### src/rtl/writeback_arbiter_pkg.sv
// Shared types and constants for the writeback arbiter and its register scoreboard.
// Covers the arbiter state encoding and the register-file geometry.
package writeback_arbiter_pkg;

    localparam int REG_IDX_W = 5;
    localparam int REG_COUNT = 32;

    typedef logic [REG_IDX_W-1:0] reg_idx_t;

    typedef enum logic [0:0] {
        PIPE_PRIO = 1'b0,
        MD_FORCE  = 1'b1
    } wb_state_t;

    // x0 is hardwired to zero: never written, never pending, never busy.
    function automatic logic is_x0(input reg_idx_t idx);
        return idx == '0;
    endfunction

endpackage

### src/rtl/wb_scoreboard.sv
// Outstanding mul/div destination tracker plus operand busy lookup for decode.
// A register is busy while its result is pending or is being written this cycle.
module wb_scoreboard
    import writeback_arbiter_pkg::*;
(
    input  logic                 clk,
    input  logic                 rst,
    input  logic                 issue_valid,
    input  logic [REG_IDX_W-1:0] issue_rd,
    output logic                 issue_ready,
    input  logic                 clr_valid,
    input  logic [REG_IDX_W-1:0] clr_rd,
    input  logic                 rf_we,
    input  logic [REG_IDX_W-1:0] rf_waddr,
    input  logic [REG_IDX_W-1:0] rs1,
    input  logic [REG_IDX_W-1:0] rs2,
    output logic                 busy_rs1,
    output logic                 busy_rs2
);

    logic [REG_COUNT-1:0] pending_reg;
    logic [REG_COUNT-1:0] pending_next;
    logic                 issue_accept;

    // Acceptance looks at the pre-edge mask, so a same-cycle clear never
    // lets a second op to the same register slip in.
    assign issue_ready  = !pending_reg[issue_rd];
    assign issue_accept = issue_valid && issue_ready && !is_x0(issue_rd);

    genvar gi;
    generate
        for (gi = 0; gi < REG_COUNT; gi++) begin : g_bit
            if (gi == 0) begin : g_x0
                assign pending_next[gi] = 1'b0;
            end else begin : g_reg
                localparam logic [REG_IDX_W-1:0] IDX = REG_IDX_W'(gi);
                logic set_hit;
                logic clr_hit;
                assign set_hit = issue_accept && (issue_rd == IDX);
                assign clr_hit = clr_valid && (clr_rd == IDX);
                assign pending_next[gi] = set_hit ? 1'b1 :
                                          clr_hit ? 1'b0 : pending_reg[gi];
            end
        end
    endgenerate

    always_ff @(posedge clk) begin
        if (rst) begin
            pending_reg <= '0;
        end else begin
            pending_reg <= pending_next;
        end
    end

    assign busy_rs1 = pending_reg[rs1] | (rf_we && (rf_waddr == rs1) && !is_x0(rs1));
    assign busy_rs2 = pending_reg[rs2] | (rf_we && (rf_waddr == rs2) && !is_x0(rs2));

endmodule

### src/rtl/writeback_arbiter.sv
// Single-port register-file writeback arbiter between the pipeline and a mul/div unit,
// with pipeline priority, starvation forcing for mul/div and a destination scoreboard.
module writeback_arbiter
    import writeback_arbiter_pkg::*;
#(
    parameter int N            = 32,
    parameter int STARVE_LIMIT = 4
) (
    input  logic                 clk,
    input  logic                 rst,
    input  logic                 issue_valid,
    input  logic [REG_IDX_W-1:0] issue_rd,
    output logic                 issue_ready,
    input  logic                 pipe_valid,
    input  logic [REG_IDX_W-1:0] pipe_rd,
    input  logic [N-1:0]         pipe_data,
    output logic                 pipe_ready,
    input  logic                 md_valid,
    input  logic [REG_IDX_W-1:0] md_rd,
    input  logic [N-1:0]         md_data,
    output logic                 md_ready,
    output logic                 rf_we,
    output logic [REG_IDX_W-1:0] rf_waddr,
    output logic [N-1:0]         rf_wdata,
    input  logic [REG_IDX_W-1:0] rs1,
    input  logic [REG_IDX_W-1:0] rs2,
    output logic                 busy_rs1,
    output logic                 busy_rs2
);

    localparam int               CNT_W   = 4;
    localparam logic [CNT_W-1:0] LIMIT_C = CNT_W'(STARVE_LIMIT);

    wb_state_t        state_reg;
    wb_state_t        state_next;
    wb_state_t        state_eff;
    logic [CNT_W-1:0] starve_reg;
    logic [CNT_W-1:0] starve_next;

    logic                 pipe_grant;
    logic                 md_grant;
    logic                 wr_en;
    logic [REG_IDX_W-1:0] wr_addr;
    logic [N-1:0]         wr_data;

    // While rst is held the ready outputs behave as in PIPE_PRIO, whatever
    // the state register happens to contain.
    assign state_eff = rst ? PIPE_PRIO : state_reg;

    always_ff @(posedge clk) begin
        if (rst) begin
            state_reg  <= PIPE_PRIO;
            starve_reg <= '0;
        end else begin
            state_reg  <= state_next;
            starve_reg <= starve_next;
        end
    end

    always_comb begin
        starve_next = starve_reg;
        if (md_grant) begin
            starve_next = '0;
        end else if (md_valid && !md_ready && (starve_reg != LIMIT_C)) begin
            starve_next = starve_reg + CNT_W'(1);
        end
    end

    // Switching on the post-increment count puts the forced grant on the
    // cycle right after the limit-th blocked cycle.
    always_comb begin
        state_next = state_reg;
        case (state_reg)
            PIPE_PRIO: if (!md_grant && (starve_next == LIMIT_C)) state_next = MD_FORCE;
            MD_FORCE:  if (md_grant) state_next = PIPE_PRIO;
            default:   state_next = PIPE_PRIO;
        endcase
    end

    always_comb begin
        pipe_ready = 1'b1;
        md_ready   = !pipe_valid;
        if (state_eff == MD_FORCE) begin
            pipe_ready = 1'b0;
            md_ready   = 1'b1;
        end
    end

    assign pipe_grant = pipe_valid && pipe_ready;
    assign md_grant   = md_valid && md_ready;

    // Grants are mutually exclusive by construction of the ready equations.
    assign wr_en   = (pipe_grant && !is_x0(pipe_rd)) || (md_grant && !is_x0(md_rd));
    assign wr_addr = md_grant ? md_rd   : pipe_rd;
    assign wr_data = md_grant ? md_data : pipe_data;

    always_ff @(posedge clk) begin
        if (rst) begin
            rf_we    <= 1'b0;
            rf_waddr <= '0;
            rf_wdata <= '0;
        end else begin
            rf_we <= wr_en;
            if (wr_en) begin
                rf_waddr <= wr_addr;
                rf_wdata <= wr_data;
            end
        end
    end

    wb_scoreboard u_scoreboard (
        .clk         (clk),
        .rst         (rst),
        .issue_valid (issue_valid),
        .issue_rd    (issue_rd),
        .issue_ready (issue_ready),
        .clr_valid   (md_grant),
        .clr_rd      (md_rd),
        .rf_we       (rf_we),
        .rf_waddr    (rf_waddr),
        .rs1         (rs1),
        .rs2         (rs2),
        .busy_rs1    (busy_rs1),
        .busy_rs2    (busy_rs2)
    );

endmodule

### config.mk
export PLATFORM = sky130hd
export DESIGN_NAME = writeback_arbiter
export DESIGN_NICKNAME = d
export VERILOG_FILES = /design/src/rtl/writeback_arbiter_pkg.sv /design/src/rtl/wb_scoreboard.sv /design/src/rtl/writeback_arbiter.sv
export SDC_FILE = /design/constraint.sdc
export NUM_CORES = 1
export LEC_CHECK = 0
export ABC_AREA = 1
export BUFFER_PORTS_ARGS = -buffer_cell sky130_fd_sc_hd__buf_2
export CAP_MARGIN = 20
export CORE_MARGIN = 2
export CORE_UTILIZATION = 46
export CTS_CLUSTER_SIZE = 25
export DETAILED_ROUTE_END_ITERATION = 6
export PLACE_DENSITY = 0.81
export SYNTH_ARGS = -nofsm -noshare
export SYNTH_HDL_FRONTEND = slang
export SYNTH_SLANG_ARGS = --single-unit
### constraint.sdc
create_clock -name clk -period 3.8 [get_ports clk]
set_input_delay 0.95 -clock clk [delete_from_list [all_inputs] [get_ports clk]]
set_output_delay 0.95 -clock clk [all_outputs]
set_load 0.02 [all_outputs]
==> metrics.cfg <==
[cells_and_area]
drive_gt1_frac=0.281
syn2layout_area_growth_pct=17.4
mostFrequentLayoutCell=nand2_1
multi_input_area_sq_mm=0.00293
ff_latch_area_sq_mm=0.00148
final_nets=950
largest_reg_flops=32
fillerInstances=1033
final_cell_count_no_fill=994
antennaDiodeCount=0
mostFrequentLayoutCells=166 x nand2_1, 136 x buf_2, 81 x o21ai_0, 74 x nor2_1, 74 x dfxtp_1
post-route-util=0.559
finalInstanceArea_sq_mm=0.00583

[place]
io_buffers=136
gp_congestion=0.993
hpwl_um=11300
place_area_sq_mm=0.00559
dp_slack_ps=521
placed_cells=979

[synth]
ys_seq_elements=74
synth_area_per_cell_sq_um=6.69
syn_nets=838
syn_inst=742
ys_seq_area_frac=0.299
syn-cell-area_sq_mm=0.00496
synth_warnings=0
yosysUniqueCellTypes=37

[power]
clock_power_share=0.366
p_comb_frac=0.210
powerDensity_mw_per_mm2=342
total_power_mw=2.00
p_seq_frac=0.423
power_switching_uw=606
leakage_nw=2.41
swShare=0.304
ir_drop_v=0.000200
intPower_mw=1.39

[drt]
drc=0
firstDrtPassIters=5
routed_wl_um=15400
antenna_left=0
vias=5455
drt-initial-drc-count=513
drt-vias-per-instance=5.49
wl_per_cell_um=15.5

[setup_path]
r2r-start=state_reg
end_kind=output pin
r2r_setup_slack_ps=1850
crit_required_ps=2850
critPathArrivalTime_ps=2350
cp_cell_sequence=buf_2, clkinv_1, a21oi_1, o21ai_0, nand3_1, nand3_1, nand3b_1, nand2_1, nand2_1, buf_2
rr_worst_depth=9
rr_endpoint=rf_wdata[7]
slowest_delay_ps=310
path_max_fanout=24
cp_slowest_cell=buf_2
crit_type=primary input to output pin
cp-start-kind=primary input

[clocking]
clock_latency_ps=360
cts_setup_buffers=0
numCtsBuffers=9
cts_buffer_depth=2
cts_hold_buffers=0
clock-root-buffer=clkbuf_8
clk_pin_slew_worst_paths_ps=70
cts_tree=yes
clkSinkCount=74
cts_resized=0
cts-htree-levels=3

[job]
cap_violations=0

[timing]
slew_headroom=0.593
fmax_ghz=0.303
post-route-min-period_ps=3300
worst-slew-pin-transition_ps=610
skew_ps=16.3
setup_viol=0
slew_violations=0
hold_violations=0
rsz0062_at_grt=no
setup_slack_ps=498
tns_ps=0
whs_ps=464
post-route-period-util=0.869

[floorplan]
rows=37
ios=137
die_width_um=108
start_util=0.476
core_area_sq_mm=0.0104
dieArea_sq_mm=0.0116
die_height_um=108

[min_path]
hold_depth=2
worstHoldStart=state_reg
hold_path_end=state_reg
hp-class=register to register

[global_routing]
grt_pass1_wl_um=24200
antenna_found_initial=0
track_usage=0.261
overflow=0
grt_max_degree=42
grt_pass1_vias=4795

[run_status]
status=completed

worst max-delay path by stage:
| stage | from | slack (ps) | depth (start not counted) | endpoint |
|---|---|---|---|---|
| floorplan | issue_rd[0] | 910 | 9 | issue_ready |
| global placement | rs1[0] | 540 | 10 | busy_rs1 |
| detailed placement | rs1[0] | 520 | 10 | busy_rs1 |
| CTS | rs1[0] | 510 | 10 | busy_rs1 |
| global route | rs1[0] | 240 | 10 | busy_rs1 |
| finish | rs2[0] | 500 | 10 | busy_rs2 |
cell families (layout without fill, tap and decap cells):
family,count (synthesis),count (layout),synth area share
simple gates,346,346,0.331
compound gates,203,203,0.246
buf+inv,112,228,0.110
flops,74,74,0.299
xor+xnor,5,5,0.00883
fa+ha+maj,2,2,0.00504
Yosys cell counts, drive strengths merged:
master	number	area, sq um
clkbuf	23	86.3
o21ai	91	455
clkinv	3	11.3
nand4	3	18.8
o22ai	1	6.26
nor2	79	314
nand2	180	733
ha	2	25.0
o31ai	9	67.6
inv	65	249
a2111oi	1	8.76
nor3	14	70.1
o211ai	5	37.5
nand3	65	470
buf	21	201
and3	1	6.26
nor4	2	12.5
a31oi	34	213
xor2	3	26.3
nand3b	2	15.0
a21oi	59	408
a311oi	3	26.3
xnor2	2	17.5
dfxtp	74	1480
worst max-delay path, delay by kind of cell:
kind,cells,cell delay (ps)
buf+inv,3,780
simple gates,5,320
compound gates,2,280
power groups by stage:
stage | clock, mW | sequential, mW | combinational (mW)
after floorplan | 0 | 0.901 | 0.240
after global placement | 0 | 0.860 | 0.411
after detailed placement | 0 | 0.861 | 0.415
after CTS | 0.739 | 0.844 | 0.417
after global routing | 0.766 | 0.849 | 0.461
final | 0.731 | 0.845 | 0.420
final cells by class:
cell class                      instances  share of cell area
Tap cell                              136              0.0292
Inverter                               68              0.0447
Clock inverter                          5              0.0178
Timing Repair Buffer                  145               0.128
Multi-Input combinational cell        556               0.504
Clock buffer                           10              0.0219
Sequential cell                        74               0.254
metal layers:
layer	up-vias	global-route usage	wire length [um]
li1	2704	-	-
met1	2455	0.361	6690
met2	248	0.394	6940
met3	48	0.0472	1230
met4	0	0.114	517
met5	-	0	0
No activity file was read; power rests on OpenSTA's default activity.
